`src/rtl/fmlbrg_datamem_pkg.sv`:
```
// -----------------------------------------------------------------------------
// fmlbrg_datamem_pkg
//   Shared definitions for the FML bridge cache data memory:
//     - state_t            : line-fill sequencer states (IDLE=0, FILL=1)
//     - DEFAULT_BEATS      : FML beats per cache line in the default build
//     - DEFAULT_BURST_LOG  : log2 of DEFAULT_BEATS
//   Optional feature macro used by the memory files: FMLBRG_DATAMEM_PARITY_EN
// -----------------------------------------------------------------------------
package fmlbrg_datamem_pkg;

    typedef enum logic {
        IDLE = 1'b0,
        FILL = 1'b1
    } state_t;

    localparam int DEFAULT_BEATS     = 8;
    localparam int DEFAULT_BURST_LOG = $clog2(DEFAULT_BEATS);

endpackage : fmlbrg_datamem_pkg

```
`src/rtl/fmlbrg_datamem_lane.sv`:
```
// -----------------------------------------------------------------------------
// fmlbrg_datamem_lane
//   One 8-bit byte lane of the bridge data memory: a single write port and two
//   read ports whose addresses are registered, data read combinationally from
//   the registered address (1-cycle latency, write-first).
//
//   Optional macro FMLBRG_DATAMEM_PARITY_EN: each entry carries a 9th bit, the
//   even parity of the byte; perr flags a mismatch on the port B read word.
//   Without the macro no parity is stored and perr is tied low.
//
// Ports:
//   clk, rst_n  clock / async active-low reset (read address registers only)
//   we          write enable for this lane
//   wa, wd      write address / write byte
//   a, rd       port A read address / read byte
//   a2, rd2     port B read address / read byte
//   perr        port B parity mismatch for this lane
// -----------------------------------------------------------------------------
module fmlbrg_datamem_lane #(
    parameter int depth = 8
) (
    input  logic             clk,
    input  logic             rst_n,
    input  logic             we,
    input  logic [depth-1:0] wa,
    input  logic [7:0]       wd,
    input  logic [depth-1:0] a,
    input  logic [depth-1:0] a2,
    output logic [7:0]       rd,
    output logic [7:0]       rd2,
    output logic             perr
);

`ifdef FMLBRG_DATAMEM_PARITY_EN
    localparam int ew = 9;
`else
    localparam int ew = 8;
`endif

    logic [ew-1:0]    mem [2**depth];
    logic [depth-1:0] a_r;
    logic [depth-1:0] a2_r;

    // NOTE: the storage array has no reset; clearing it would turn the RAM into
    // a flop bank. Only the address registers are reset.
    always_ff @(posedge clk) begin
        if (we) begin
`ifdef FMLBRG_DATAMEM_PARITY_EN
            mem[wa] <= {^wd, wd};
`else
            mem[wa] <= wd;
`endif
        end
    end

    // NOTE: sequential state uses non-blocking assignments so every register
    // samples pre-edge values regardless of process ordering.
    always_ff @(posedge clk or negedge rst_n) begin
        if (!rst_n) begin
            a_r  <= '0;
            a2_r <= '0;
        end else begin
            a_r  <= a;
            a2_r <= a2;
        end
    end

    // Reading from the registered address makes a same-edge write visible on
    // the following cycle (write-first) for free.
    assign rd  = mem[a_r][7:0];
    assign rd2 = mem[a2_r][7:0];

`ifdef FMLBRG_DATAMEM_PARITY_EN
    assign perr = mem[a2_r][8] ^ (^mem[a2_r][7:0]);
`else
    assign perr = 1'b0;
`endif

endmodule : fmlbrg_datamem_lane

```
`src/rtl/fmlbrg_datamem_fill.sv`:
```
// -----------------------------------------------------------------------------
// fmlbrg_datamem_fill
//   Byte-lane data memory for the FML bridge cache with an integrated line-fill
//   sequencer. Port A is read/write with per-byte enables, port B is read-only.
//   A fill writes one FML burst (2^burst_log beats) into line fill_line, beat
//   address auto-incrementing on each fill_stb; fill writes take priority over
//   port A writes (a_stall).
//
//   Optional macro FMLBRG_DATAMEM_PARITY_EN: per-lane even parity stored and
//   checked on port B (par_err). Without it par_err is tied low.
//
// Ports:
//   sys_clk, sys_rst_n   clock / async active-low reset
//   a, we, di, dout      port A address, byte enables, write data, read data
//   a_stall              port A write refused this cycle (hold a/we/di)
//   a2, do2              port B address / read data
//   par_err              port B parity error
//   fill_start           one-cycle pulse starting a line fill (IDLE only)
//   fill_line            line index, sampled on fill_start
//   fill_stb, fill_di    fill beat valid / data
//   fill_busy            fill in progress
//   fill_done            one-cycle pulse after the last beat is written
// -----------------------------------------------------------------------------
module fmlbrg_datamem_fill
    import fmlbrg_datamem_pkg::*;
#(
    parameter int depth     = 8,
    parameter int nbytes    = 2,
    parameter int burst_log = DEFAULT_BURST_LOG
) (
    input  logic                   sys_clk,
    input  logic                   sys_rst_n,
    input  logic [depth-1:0]       a,
    input  logic [nbytes-1:0]      we,
    input  logic [8*nbytes-1:0]    di,
    output logic [8*nbytes-1:0]    dout,
    output logic                   a_stall,
    input  logic [depth-1:0]       a2,
    output logic [8*nbytes-1:0]    do2,
    output logic                   par_err,
    input  logic                   fill_start,
    input  logic [depth-burst_log-1:0] fill_line,
    input  logic                   fill_stb,
    input  logic [8*nbytes-1:0]    fill_di,
    output logic                   fill_busy,
    output logic                   fill_done
);

    localparam int lw = depth - burst_log;

    state_t               state, state_nxt;
    logic [burst_log-1:0] beat, beat_nxt;
    logic [lw-1:0]        line_r, line_nxt;
    logic                 fill_done_nxt;

    logic                 fill_wr;
    logic [depth-1:0]     wa;
    logic [8*nbytes-1:0]  wd;
    logic [nbytes-1:0]    lane_we;
    logic [nbytes-1:0]    lane_perr;

    // ---------------------------------------------------------------- FSM
    always_ff @(posedge sys_clk or negedge sys_rst_n) begin
        if (!sys_rst_n) begin
            state     <= IDLE;
            beat      <= '0;
            line_r    <= '0;
            fill_done <= 1'b0;
        end else begin
            state     <= state_nxt;
            beat      <= beat_nxt;
            line_r    <= line_nxt;
            fill_done <= fill_done_nxt;
        end
    end

    // NOTE: every signal written here gets a default first, so no path leaves
    // one unassigned and no latch is inferred.
    always_comb begin
        state_nxt     = state;
        beat_nxt      = beat;
        line_nxt      = line_r;
        fill_done_nxt = 1'b0;
        unique case (state)
            IDLE: begin
                if (fill_start) begin
                    line_nxt  = fill_line;
                    beat_nxt  = '0;
                    state_nxt = FILL;
                end
            end
            FILL: begin
                if (fill_stb) begin
                    beat_nxt = beat + 1'b1;
                    if (&beat) begin
                        state_nxt     = IDLE;
                        fill_done_nxt = 1'b1;
                    end
                end
            end
            default: state_nxt = IDLE;
        endcase
    end

    assign fill_busy = (state == FILL);
    assign fill_wr   = fill_busy & fill_stb;
    assign a_stall   = fill_wr & (|we);

    // ---------------------------------------------------------- write mux
    // A fill beat owns the single write port; a colliding port A write is
    // dropped here and retried by the requester because of a_stall.
    assign wa      = fill_wr ? {line_r, beat} : a;
    assign wd      = fill_wr ? fill_di : di;
    assign lane_we = fill_wr ? {nbytes{1'b1}} : we;

    // -------------------------------------------------------------- lanes
    for (genvar i = 0; i < nbytes; i++) begin : g_lanes
        fmlbrg_datamem_lane #(
            .depth (depth)
        ) u_lane (
            .clk   (sys_clk),
            .rst_n (sys_rst_n),
            .we    (lane_we[i]),
            .wa    (wa),
            .wd    (wd[8*i +: 8]),
            .a     (a),
            .a2    (a2),
            .rd    (dout[8*i +: 8]),
            .rd2   (do2[8*i +: 8]),
            .perr  (lane_perr[i])
        );
    end

    assign par_err = |lane_perr;

endmodule : fmlbrg_datamem_fill

```
`config.mk`:
```
export PLATFORM = sky130hd
export DESIGN_NAME = fmlbrg_datamem_fill
export DESIGN_NICKNAME = d
export VERILOG_FILES = /design/src/rtl/fmlbrg_datamem_pkg.sv /design/src/rtl/fmlbrg_datamem_lane.sv /design/src/rtl/fmlbrg_datamem_fill.sv
export SDC_FILE = /design/constraint.sdc
export NUM_CORES = 2
export LEC_CHECK = 0
export BUFFER_PORTS_ARGS = -buffer_cell sky130_fd_sc_hd__clkbuf_2
export CORE_MARGIN = 2
export CORE_UTILIZATION = 64
export CTS_CLUSTER_DIAMETER = 150
export DETAILED_ROUTE_END_ITERATION = 16
export MAX_ROUTING_LAYER = met4
export PLACE_DENSITY = 0.8
export SLEW_MARGIN = 20
export SYNTH_ARGS = -nofsm -noshare
export SYNTH_HDL_FRONTEND = slang
export SYNTH_SLANG_ARGS = --single-unit
```
`constraint.sdc`:
```
create_clock -name sys_clk -period 6.31 [get_ports sys_clk]
set_input_delay 0.631 -clock sys_clk [delete_from_list [all_inputs] [get_ports sys_clk]]
set_output_delay 0.631 -clock sys_clk [all_outputs]
set_load 0.01 [all_outputs]
```
==> out/metrics.csv <==
metric,value,unit
fin_crit,6502,ps
synth-async-reset-ratio,0.6308,%
io_buffers,93,
holdPathStages,3,
synth.cell_area,0.1945,sq mm
antenna_found_initial,48,
final_cells,15183,
wire_per_inst,41.80,um
vias,122628,
path_clk_slew,60,ps
avgSynthCellArea,17.97,sq um
routed_wl,634600,um
post-dp-hpwl,396000,um
clock_path_buffers,4,
final-setup-viol-count,5,
design_area,0.2129,sq mm
grt_pass1_vias,122027,
start_util,64.30,%
cts.sinks,4122,
r2r_cells,5,
hold_violations,0,
grt_pass1_wl,897000,um
p_leak,68.39,nW
path_max_fanout,25,
areaGrowthSynthToFinish,9.446,%
period_share,103.0,%
vdd_drop_max,0.3349,mV
startpoint,g_lanes[1].u_lane.a_r[2]$_DFF_PN0_,
grt_max_degree,213,
drc_errors,0,
synthCells,10822,
rr_startpoint,fill_busy$_DFF_PN0_,
crit_type,register to output pin,
end_kind,output pin,
fmax,153.8,MHz
dieArea,0.3084,sq mm
place_inst,14323,
relSlewSlack,8.416,%
status,finished with violations,
drive_gt1_share,25.15,%
place_area,0.1989,sq mm
r2r-end,g_lanes[1].u_lane.mem[197][1]$_DFFE_PP_,
die_y,555.3,um
synth-edff-count,4096,
gp_congestion,0.9996,
ff2ff_setup_slack,1190,ps
min_path_type,input pin to register,
yosysUniqueCellTypes,68,
cts_htree_levels,5,
seq_area_frac_synth,63.57,%
required,5680,ps
fin_tns_setup,-489.8,ps
core_area,0.3025,sq mm
violations,setup timing,
die_w,555.3,um
grt_overflow,0,
drtIter0Drc,23093,
cts_root_buf,clkbuf_16,
synth_seq_cells,4122,
dp_slack,832.9,ps
final_cell_mix,"edfxtp_1 (4096), mux4_2 (1647), mux2i_1 (1128), nor2_1 (619), clkbuf_16 (418)",
gr-usage-all-layers,42.46,%
powerDensity,302.6,mW/mm^2
postRouteAntennaNets,0,
cts_inserted_buffers,412,
hp-start,fill_di[15],
drt-vias-per-instance,8.077,
ioPinCount,95,
clock_latency,1030,ps
worst_slack,-191.8,ps
slew_violations,0,
worst_setup_path_start_kind,register,
min_to,g_lanes[1].u_lane.mem[14][7]$_DFFE_PP_,
max-cap-violations,0,
synth_flop_cell,edfxtp_1,
firstDrtPassIters,9,
layout_commonest_cell,edfxtp_1,
yosysWarnings,0,
clock_skew,47.63,ps
worstMarginPinSlew,1362,ps
cts_tree,done,
syn_nets,10883,
num_rows,202,
cp.arrival,5870,ps
fin_nets,10849,
## registers in the layout, summed over array words and instances (netlist names)
name / cells
g_lanes.u_lane.a2_r: 8
g_lanes.u_lane.a_r: 8
fill_done: 1
fill_busy: 1
line_r: 5
g_lanes.u_lane.mem: 4096
beat: 3
## layer usage
metal,global-route usage (%),wire (um),vias up
met5,-,0,-
met4,27.73,52820,0
li1,-,-,45968
met3,14.19,100700,2761
met1,52.06,195800,61847
met2,60.77,285300,12052
## layout make-up
type / instances / area (sq um)
sequential: 4122 / 123700
fill: 17861 / 89640
multi-input combinational: 5786 / 66100
clock buffer: 516 / 10830
tap: 3978 / 4977
timing repair buffer: 460 / 4471
clock inverter: 246 / 2600
antenna: 69 / 172.7
inverter: 6 / 57.56
## where the power goes
part           switching [mW]  internal (mW)  total, mW
combinational            5.67           2.13       7.80
sequential              0.190           31.5       31.7
clock                    10.8           14.1       24.9
total                    16.7           47.7       64.4
## synthesized netlist by cell type (all sizes together), types with 3 or more instances
master,instances,share of area (%)
a2111o,5,0.029
a2111oi,34,0.18
a211o,32,0.14
a211oi,75,0.29
a21oi,298,0.77
a221oi,34,0.15
a22o,21,0.095
a22oi,45,0.17
a31oi,8,0.026
a32oi,15,0.068
a41oi,3,0.014
and2,10,0.032
and3,18,0.058
and3b,3,0.014
buf,498,1.9
clkbuf,411,0.79
clkinv,4,0.0077
dfrtp,26,0.33
edfxtp,4096,63
mux2,24,0.14
mux2i,1128,5.8
mux4,1647,19
nand2,450,0.87
nand2b,11,0.035
nand3,76,0.20
nand3b,21,0.081
nand4,26,0.084
nand4b,11,0.050
nor2,629,1.2
nor2b,28,0.090
nor3,126,0.32
nor3b,3,0.012
nor4,65,0.21
o211ai,10,0.039
o21a,3,0.012
o21ai,158,0.41
o221ai,411,1.9
o22a,3,0.014
o22ai,274,0.88
o31ai,28,0.11
or2,5,0.016
or3,21,0.068
or4,4,0.015
## worst max-delay path, stage by stage, from the launching register on
cell,delay [ps]
dfrtp_4,860
nand2b_4,510
o221ai_1,570
o22ai_1,170
o21ai_0,780
o2111ai_1,330
or4_1,810
nor3_1,350
buf_4,240
clkbuf_2,160
## how the worst max path moves through the flow
stage	endpoint	slack, ps	cells after the start
finish	dout[6]	-190	9
global route	dout[10]	-8	11
CTS	dout[0]	10	9
detailed placement	do2[14]	830	11
global placement	do2[14]	450	11
floorplan	g_lanes[0].u_lane.mem[0][5]$_DFFE_PP_	480	7
## what timing repair did
action / 4_1_cts / 5_1_grt
hold endpoints to repair: 47 / 0
endpoints found under the setup margin: 3 / 7
cloned: 1 / 0
pin swaps: 1 / 3
resized for setup: 2 / 7
buffers inserted: 7 / 1
hold buffers: 19 / 0
## stage by stage
stage | utilization [%] | power (mW) | hold slack [ps]
2_1_floorplan | - | 36.75 | 335.4
5_1_grt | 70.36 | 65.28 | 58.54
3_5_place_dp | 65.74 | 39.62 | 581.0
3_3_place_gp | 65.73 | 39.35 | 565.7
6_report | 70.37 | 64.43 | 31.38
4_1_cts | 70.28 | 63.86 | 1.708
## kinds of logic after synthesis
group	after synthesis	synth area share, %
flops	4122	63.57
mux	2799	25.01
simple gates	1511	3.387
compound gates	1471	5.313
buf+inv	915	2.702
fa+ha+maj	2	0.01286
other cells	1	0.001928
xor+xnor	1	0.004503
No activity file was read; power rests on OpenSTA's default activity.
